## src/rtl/cs_sequencer.sv

```systemverilog
// rtl/cs_sequencer.sv - chip-select power-up hold, settle and round-robin write grant sequencer
// Optional ACTIVE watchdog enabled by defining CS_TIMEOUT_EN.
module cs_sequencer #(
  parameter int NUM_CH         = 2,
  parameter int RST_CYCLES     = 6,
  parameter int SETTLE_CYCLES  = 4,
  parameter int TIMEOUT_CYCLES = 256,
  localparam int SW            = (NUM_CH > 1) ? $clog2(NUM_CH) : 1
) (
  input  logic              clk,
  input  logic              rst_n,
  input  logic              soft_rst,
  input  logic [NUM_CH-1:0] we_en,
  input  logic [NUM_CH-1:0] flag_cs,
  output logic [2:0]        state_o,
  output logic              rst_cs,
  output logic [NUM_CH-1:0] clk_cs_en,
  output logic [SW-1:0]     ch_sel,
  output logic              start_o,
  output logic              err_o
);

  localparam int CMAX0 = (RST_CYCLES > SETTLE_CYCLES) ? RST_CYCLES : SETTLE_CYCLES;
  localparam int CMAX  = (CMAX0 > TIMEOUT_CYCLES) ? CMAX0 : TIMEOUT_CYCLES;
  localparam int CW    = (CMAX > 1) ? $clog2(CMAX) : 1;
  localparam logic [CW-1:0] RST_T = CW'(RST_CYCLES - 1);
  localparam logic [CW-1:0] SET_T = CW'(SETTLE_CYCLES - 1);

  typedef enum logic [2:0] {
    S_RESET   = 3'd0,
    S_RELEASE = 3'd1,
    S_SETTLE  = 3'd2,
    S_ACTIVE  = 3'd3,
    S_ABORT   = 3'd4
  } state_t;

  state_t              state_q;
  logic [CW-1:0]       cnt_q;
  logic [SW-1:0]       ptr_q;
  logic [SW-1:0]       ch_sel_q;
  logic                rst_cs_q;
  logic [NUM_CH-1:0]   en_q;
  logic                start_q;

  logic [2*NUM_CH-1:0] rot;
  logic [SW:0]         idx;
  logic [SW:0]         nxt;
  logic                found;
  logic [SW-1:0]       pick;
  logic [SW-1:0]       ptr_d;
  logic [NUM_CH-1:0]   pick_oh;

  // Rotate requests so bit 0 is the search start; lowest set bit wins.
  always_comb begin
    rot   = {we_en, we_en} >> ptr_q;
    found = 1'b0;
    pick  = '0;
    idx   = '0;
    for (int i = NUM_CH - 1; i >= 0; i--) begin
      if (rot[i]) begin
        found = 1'b1;
        idx   = {1'b0, ptr_q} + (SW+1)'(i);
        if (idx >= (SW+1)'(NUM_CH)) idx = idx - (SW+1)'(NUM_CH);
        pick  = idx[SW-1:0];
      end
    end
    nxt = {1'b0, pick} + (SW+1)'(1);
    if (nxt >= (SW+1)'(NUM_CH)) nxt = '0;
    ptr_d   = nxt[SW-1:0];
    pick_oh = NUM_CH'(1) << pick;
  end

`ifdef CS_TIMEOUT_EN
  localparam logic [CW-1:0] TMO_T = CW'(TIMEOUT_CYCLES - 1);
  logic err_q;
  assign err_o = err_q;
`else
  assign err_o = 1'b0;
`endif

  always_ff @(posedge clk or negedge rst_n) begin
    if (!rst_n) begin
      state_q  <= S_RESET;
      cnt_q    <= '0;
      ptr_q    <= '0;
      ch_sel_q <= '0;
      rst_cs_q <= 1'b1;
      en_q     <= '0;
      start_q  <= 1'b0;
`ifdef CS_TIMEOUT_EN
      err_q    <= 1'b0;
`endif
    end else begin
      start_q <= 1'b0;
`ifdef CS_TIMEOUT_EN
      err_q   <= 1'b0;
`endif
      if (soft_rst) begin
        state_q  <= S_RESET;
        cnt_q    <= '0;
        rst_cs_q <= 1'b1;
        en_q     <= '0;
      end else begin
        case (state_q)
          S_RESET: begin
            if (cnt_q == RST_T) begin
              state_q  <= S_RELEASE;
              cnt_q    <= '0;
              rst_cs_q <= 1'b0;
              en_q     <= '1;
            end else begin
              cnt_q <= cnt_q + CW'(1);
            end
          end
          S_RELEASE: begin
            state_q <= S_SETTLE;
            cnt_q   <= '0;
          end
          S_SETTLE: begin
            // Counter saturates at terminal; requests are then re-evaluated each cycle.
            if (cnt_q != SET_T) begin
              cnt_q <= cnt_q + CW'(1);
            end else if (found) begin
              state_q  <= S_ACTIVE;
              cnt_q    <= '0;
              ch_sel_q <= pick;
              ptr_q    <= ptr_d;
              en_q     <= pick_oh;
              start_q  <= 1'b1;
            end
          end
          S_ACTIVE: begin
            if (!flag_cs[ch_sel_q]) begin
              state_q <= S_SETTLE;
              cnt_q   <= '0;
              en_q    <= '1;
            end
`ifdef CS_TIMEOUT_EN
            else if (cnt_q == TMO_T) begin
              state_q  <= S_ABORT;
              cnt_q    <= '0;
              rst_cs_q <= 1'b1;
              en_q     <= '0;
              err_q    <= 1'b1;
            end else begin
              cnt_q <= cnt_q + CW'(1);
            end
`endif
          end
`ifdef CS_TIMEOUT_EN
          S_ABORT: begin
            state_q  <= S_RESET;
            cnt_q    <= '0;
            rst_cs_q <= 1'b1;
            en_q     <= '0;
          end
`endif
          default: begin
            state_q  <= S_RESET;
            cnt_q    <= '0;
            rst_cs_q <= 1'b1;
            en_q     <= '0;
          end
        endcase
      end
    end
  end

  assign state_o   = state_q;
  assign rst_cs    = rst_cs_q;
  assign clk_cs_en = en_q;
  assign ch_sel    = ch_sel_q;
  assign start_o   = start_q;

endmodule

```

## config.mk

```make
export PLATFORM = sky130hd
export DESIGN_NAME = cs_sequencer
export DESIGN_NICKNAME = d
export VERILOG_FILES = /design/src/rtl/cs_sequencer.sv
export SDC_FILE = /design/constraint.sdc
export NUM_CORES = 1
export LEC_CHECK = 0
export BUFFER_PORTS_ARGS = -buffer_cell sky130_fd_sc_hd__buf_2
export CAP_MARGIN = 20
export CORE_MARGIN = 2
export CORE_UTILIZATION = 30
export CTS_BUF_LIST = sky130_fd_sc_hd__clkbuf_4 sky130_fd_sc_hd__clkbuf_8
export DETAILED_ROUTE_END_ITERATION = 8
export PLACE_DENSITY_LB_ADDON = 0.3
export SETUP_SLACK_MARGIN = 0.05
export SLEW_MARGIN = 20
export SYNTH_ARGS = -nofsm -noshare
export SYNTH_HDL_FRONTEND = slang
export SYNTH_SLANG_ARGS = --single-unit
export TNS_END_PERCENT = 30
```

## constraint.sdc

```tcl
create_clock -name clk -period 5 [get_ports clk]
set_input_delay 1 -clock clk [delete_from_list [all_inputs] [get_ports clk]]
set_output_delay 1 -clock clk [all_outputs]
set_load 0.01 [all_outputs]
```

==> flow_summary.ini <==
[yosys]
yosysTopAreaCell = dfrtp_1
yosys.area_share.simple = 0.234
yosysSeqAreaShare = 0.409
ys_seq_elements = 16
synth_top_family_by_area = simple AND/OR/NAND/NOR gates
synth.area.top_cells = dfrtp_1 (38%), ha_1 (8.9%), o21ai_0 (4.1%), nand2_1 (3.1%), dfstp_2 (2.7%)
syn_avg_cell_area_um2 = 9.72
synthMostInstantiatedCell = dfrtp_1
synth_edf_count = 0
synthesis.area_um2 = 982
async_reset_ff_frac = 1.00
synth_compound_area_frac = 0.161
synth-warning-count = 0
synth_top_area_share = 0.382
synth-main-ff-cell = dfrtp_1
synthTopCellsByCount = dfrtp_1 (15), nand2_1 (8), o21ai_0 (8)
ys_types = 39
synth-xor-area-share = 0.00892
synth_mux_area_frac = 0.0484
syn_inst = 101
yosys.area_share.adder = 0.0892

[critical_path]
cp_slowest_cell = or4_1
cp.depth = 7
critical-path-top-delay-family = simple AND/OR/NAND/NOR gates
cp.arrival_ns = 2.77
start_kind = register
cp_slowest_stage_delay_ns = 0.54
startpoint = state_o[0]
path_cells = inv_1 > ha_1 > or4_1 > o22ai_1 > nor3_1 > nor3_1 > mux2_2
worstSetupEndpointType = register
crit_fanout = 8
r2r_slack_ns = 2.42
worst-path-buf-inv = 1
cp-endpoint = clk_cs_en[0]
path_class = reg -> reg
r2r_end = clk_cs_en[0]
cp_common_cell = nor3_1
required_ns = 5.19
reg2reg_from = state_o[0]
ff2ff_path_depth = 7

[floorplan]
design.die.area_um2 = 3750
pin_count = 16
rows = 20
die-height_um = 61.2
initial_core_util = 0.319
core_area_um2 = 3080
die_w_um = 61.2

[finish]
finalCoreUtilization = 0.363
finalNetCount = 130
syn_to_final_growth_pct = 13.6
antenna_cells = 0
drive_gt1_frac = 0.226
fin_area_um2 = 1120
fillers = 322

[power_and_ir_drop]
ir_drop_v = 0.0000920
cellPowerDensity_nw_per_um2 = 407
p_leak_nw = 0.504

[place]
portBuffers = 13
placed_area_um2 = 1080
place_congestion = 0.838
place_ws_ns = 2.26
dpl.hpwl_um = 1560

[timing]
hold_viol_final = 0
fmax_ghz = 0.388
fin_crit_sh = 0.516
setup_slack_ns = 2.42
rsz0062_at_grt = false
fin_skew_ns = 0.00926
drv_slew = 0
setup_viol = 0
finalCriticalPeriod_ns = 2.58
finalSetupTns_ns = 0
slew_headroom = 0.386
max_slew.worst_pin.slew_ns = 0.914

[min_path]
min_path_cells = 1
hold_start = rst_cs
holdCritPathClass = reg -> reg

[drt]
drc = 0
first_iter_violations = 29
vias = 786
avgRoutedWirePerCell_um = 13.3
drt.antenna.violating_nets = 0
wl_um = 2110
drt-pass1-iter-count = 4
via_per_inst = 4.94

[clocking]
clock_path_buffers = 2
post_cts.repair.setup_buffers = 0
insertion_delay_ns = 0.29
cts_resized = 0
cts_sinks = 16
cts_buffers = 3
path_clk_slew_ns = 0.10
cts_tree = done
cts_hold_buf = 0
cts_max_level = 1
cts-root-buf = clkbuf_4

[flow_run]
maxCapViolations = 0

[global_route]
grt_max_degree = 17
grt_use_total = 0.123
grt_pass1_wl_um = 3330
antenna_found_initial = 0
grt_pass1_vias = 723
grt-ovfl-total = 0

[status]
status = complete, no violations
## worst min path at each step
stage	end	slack (ns)
floorplan	cnt_q[1]	0.49
global placement	clk_cs_en[1]	0.49
detailed placement	clk_cs_en[0]	0.49
CTS	rst_cs	0.53
global route	rst_cs	0.55
finish	rst_cs	0.52
## per-layer routing
| layer | wire length [µm] | up-vias | part of all wire | global-route usage |
|---|---|---|---|---|
| li1 | - | 386 | - | - |
| met1 | 1010 | 369 | 0.48 | 0.159 |
| met2 | 984 | 27 | 0.47 | 0.191 |
| met3 | 90 | 4 | 0.043 | 0.0252 |
| met4 | 25 | 0 | 0.012 | 0.0652 |
| met5 | 0 | - | 0 | 0 |
## final cells by class
type | instances | area [µm²] | area share
Inverter | 5 | 18.8 | 0.0168
Multi-Input combinational cell | 77 | 539 | 0.483
Timing Repair Buffer | 13 | 65.1 | 0.0583
Clock buffer | 4 | 36.3 | 0.0325
Tap cell | 44 | 55.1 | 0.0493
Sequential cell | 16 | 402 | 0.360
## kinds of logic (layout without fill, tap and decap cells)
| family | after synthesis | in the layout |
|---|---|---|
| compound gates | 23 | 23 |
| xor+xnor | 1 | 1 |
| fa+ha+maj | 7 | 7 |
| buf+inv | 9 | 22 |
| flops | 16 | 16 |
| mux | 4 | 4 |
| other cells | 1 | 2 |
| simple gates | 40 | 40 |
## stage by stage
stage	hold WS [ns]	cells	total power, W
global route	0.553	159	0.000489
finish	0.524	159	0.000454
global placement	0.489	155	0.000364
floorplan	0.486	102	0.000314
detailed placement	0.490	155	0.000368
CTS	0.531	159	0.000460
## state kept, by name, indices dropped and copies added, names as in the netlist
register   cells
ch_sel         1
cnt_q          8
state_o        2
rst_cs         1
ptr_q          1
clk_cs_en      2
start_o        1
## power by group
group / switching (W) / total, W / internal, W
sequential: 0.0000255 / 0.000181 / 0.000155
clock: 0.0000430 / 0.0000874 / 0.0000444
combinational: 0.000104 / 0.000186 / 0.0000824
total: 0.000172 / 0.000454 / 0.000282
## cell usage in the layout, fill, tap and decap left out, types with 3 or more instances in the layout
cell	n
inv_1	5
ha_1	7
nor2_1	7
o21ai_0	8
nand2b_1	3
nor3_1	5
nand2_1	8
clkbuf_4	3
dfrtp_1	15
buf_2	13
Power figures use the tool's default switching activity.
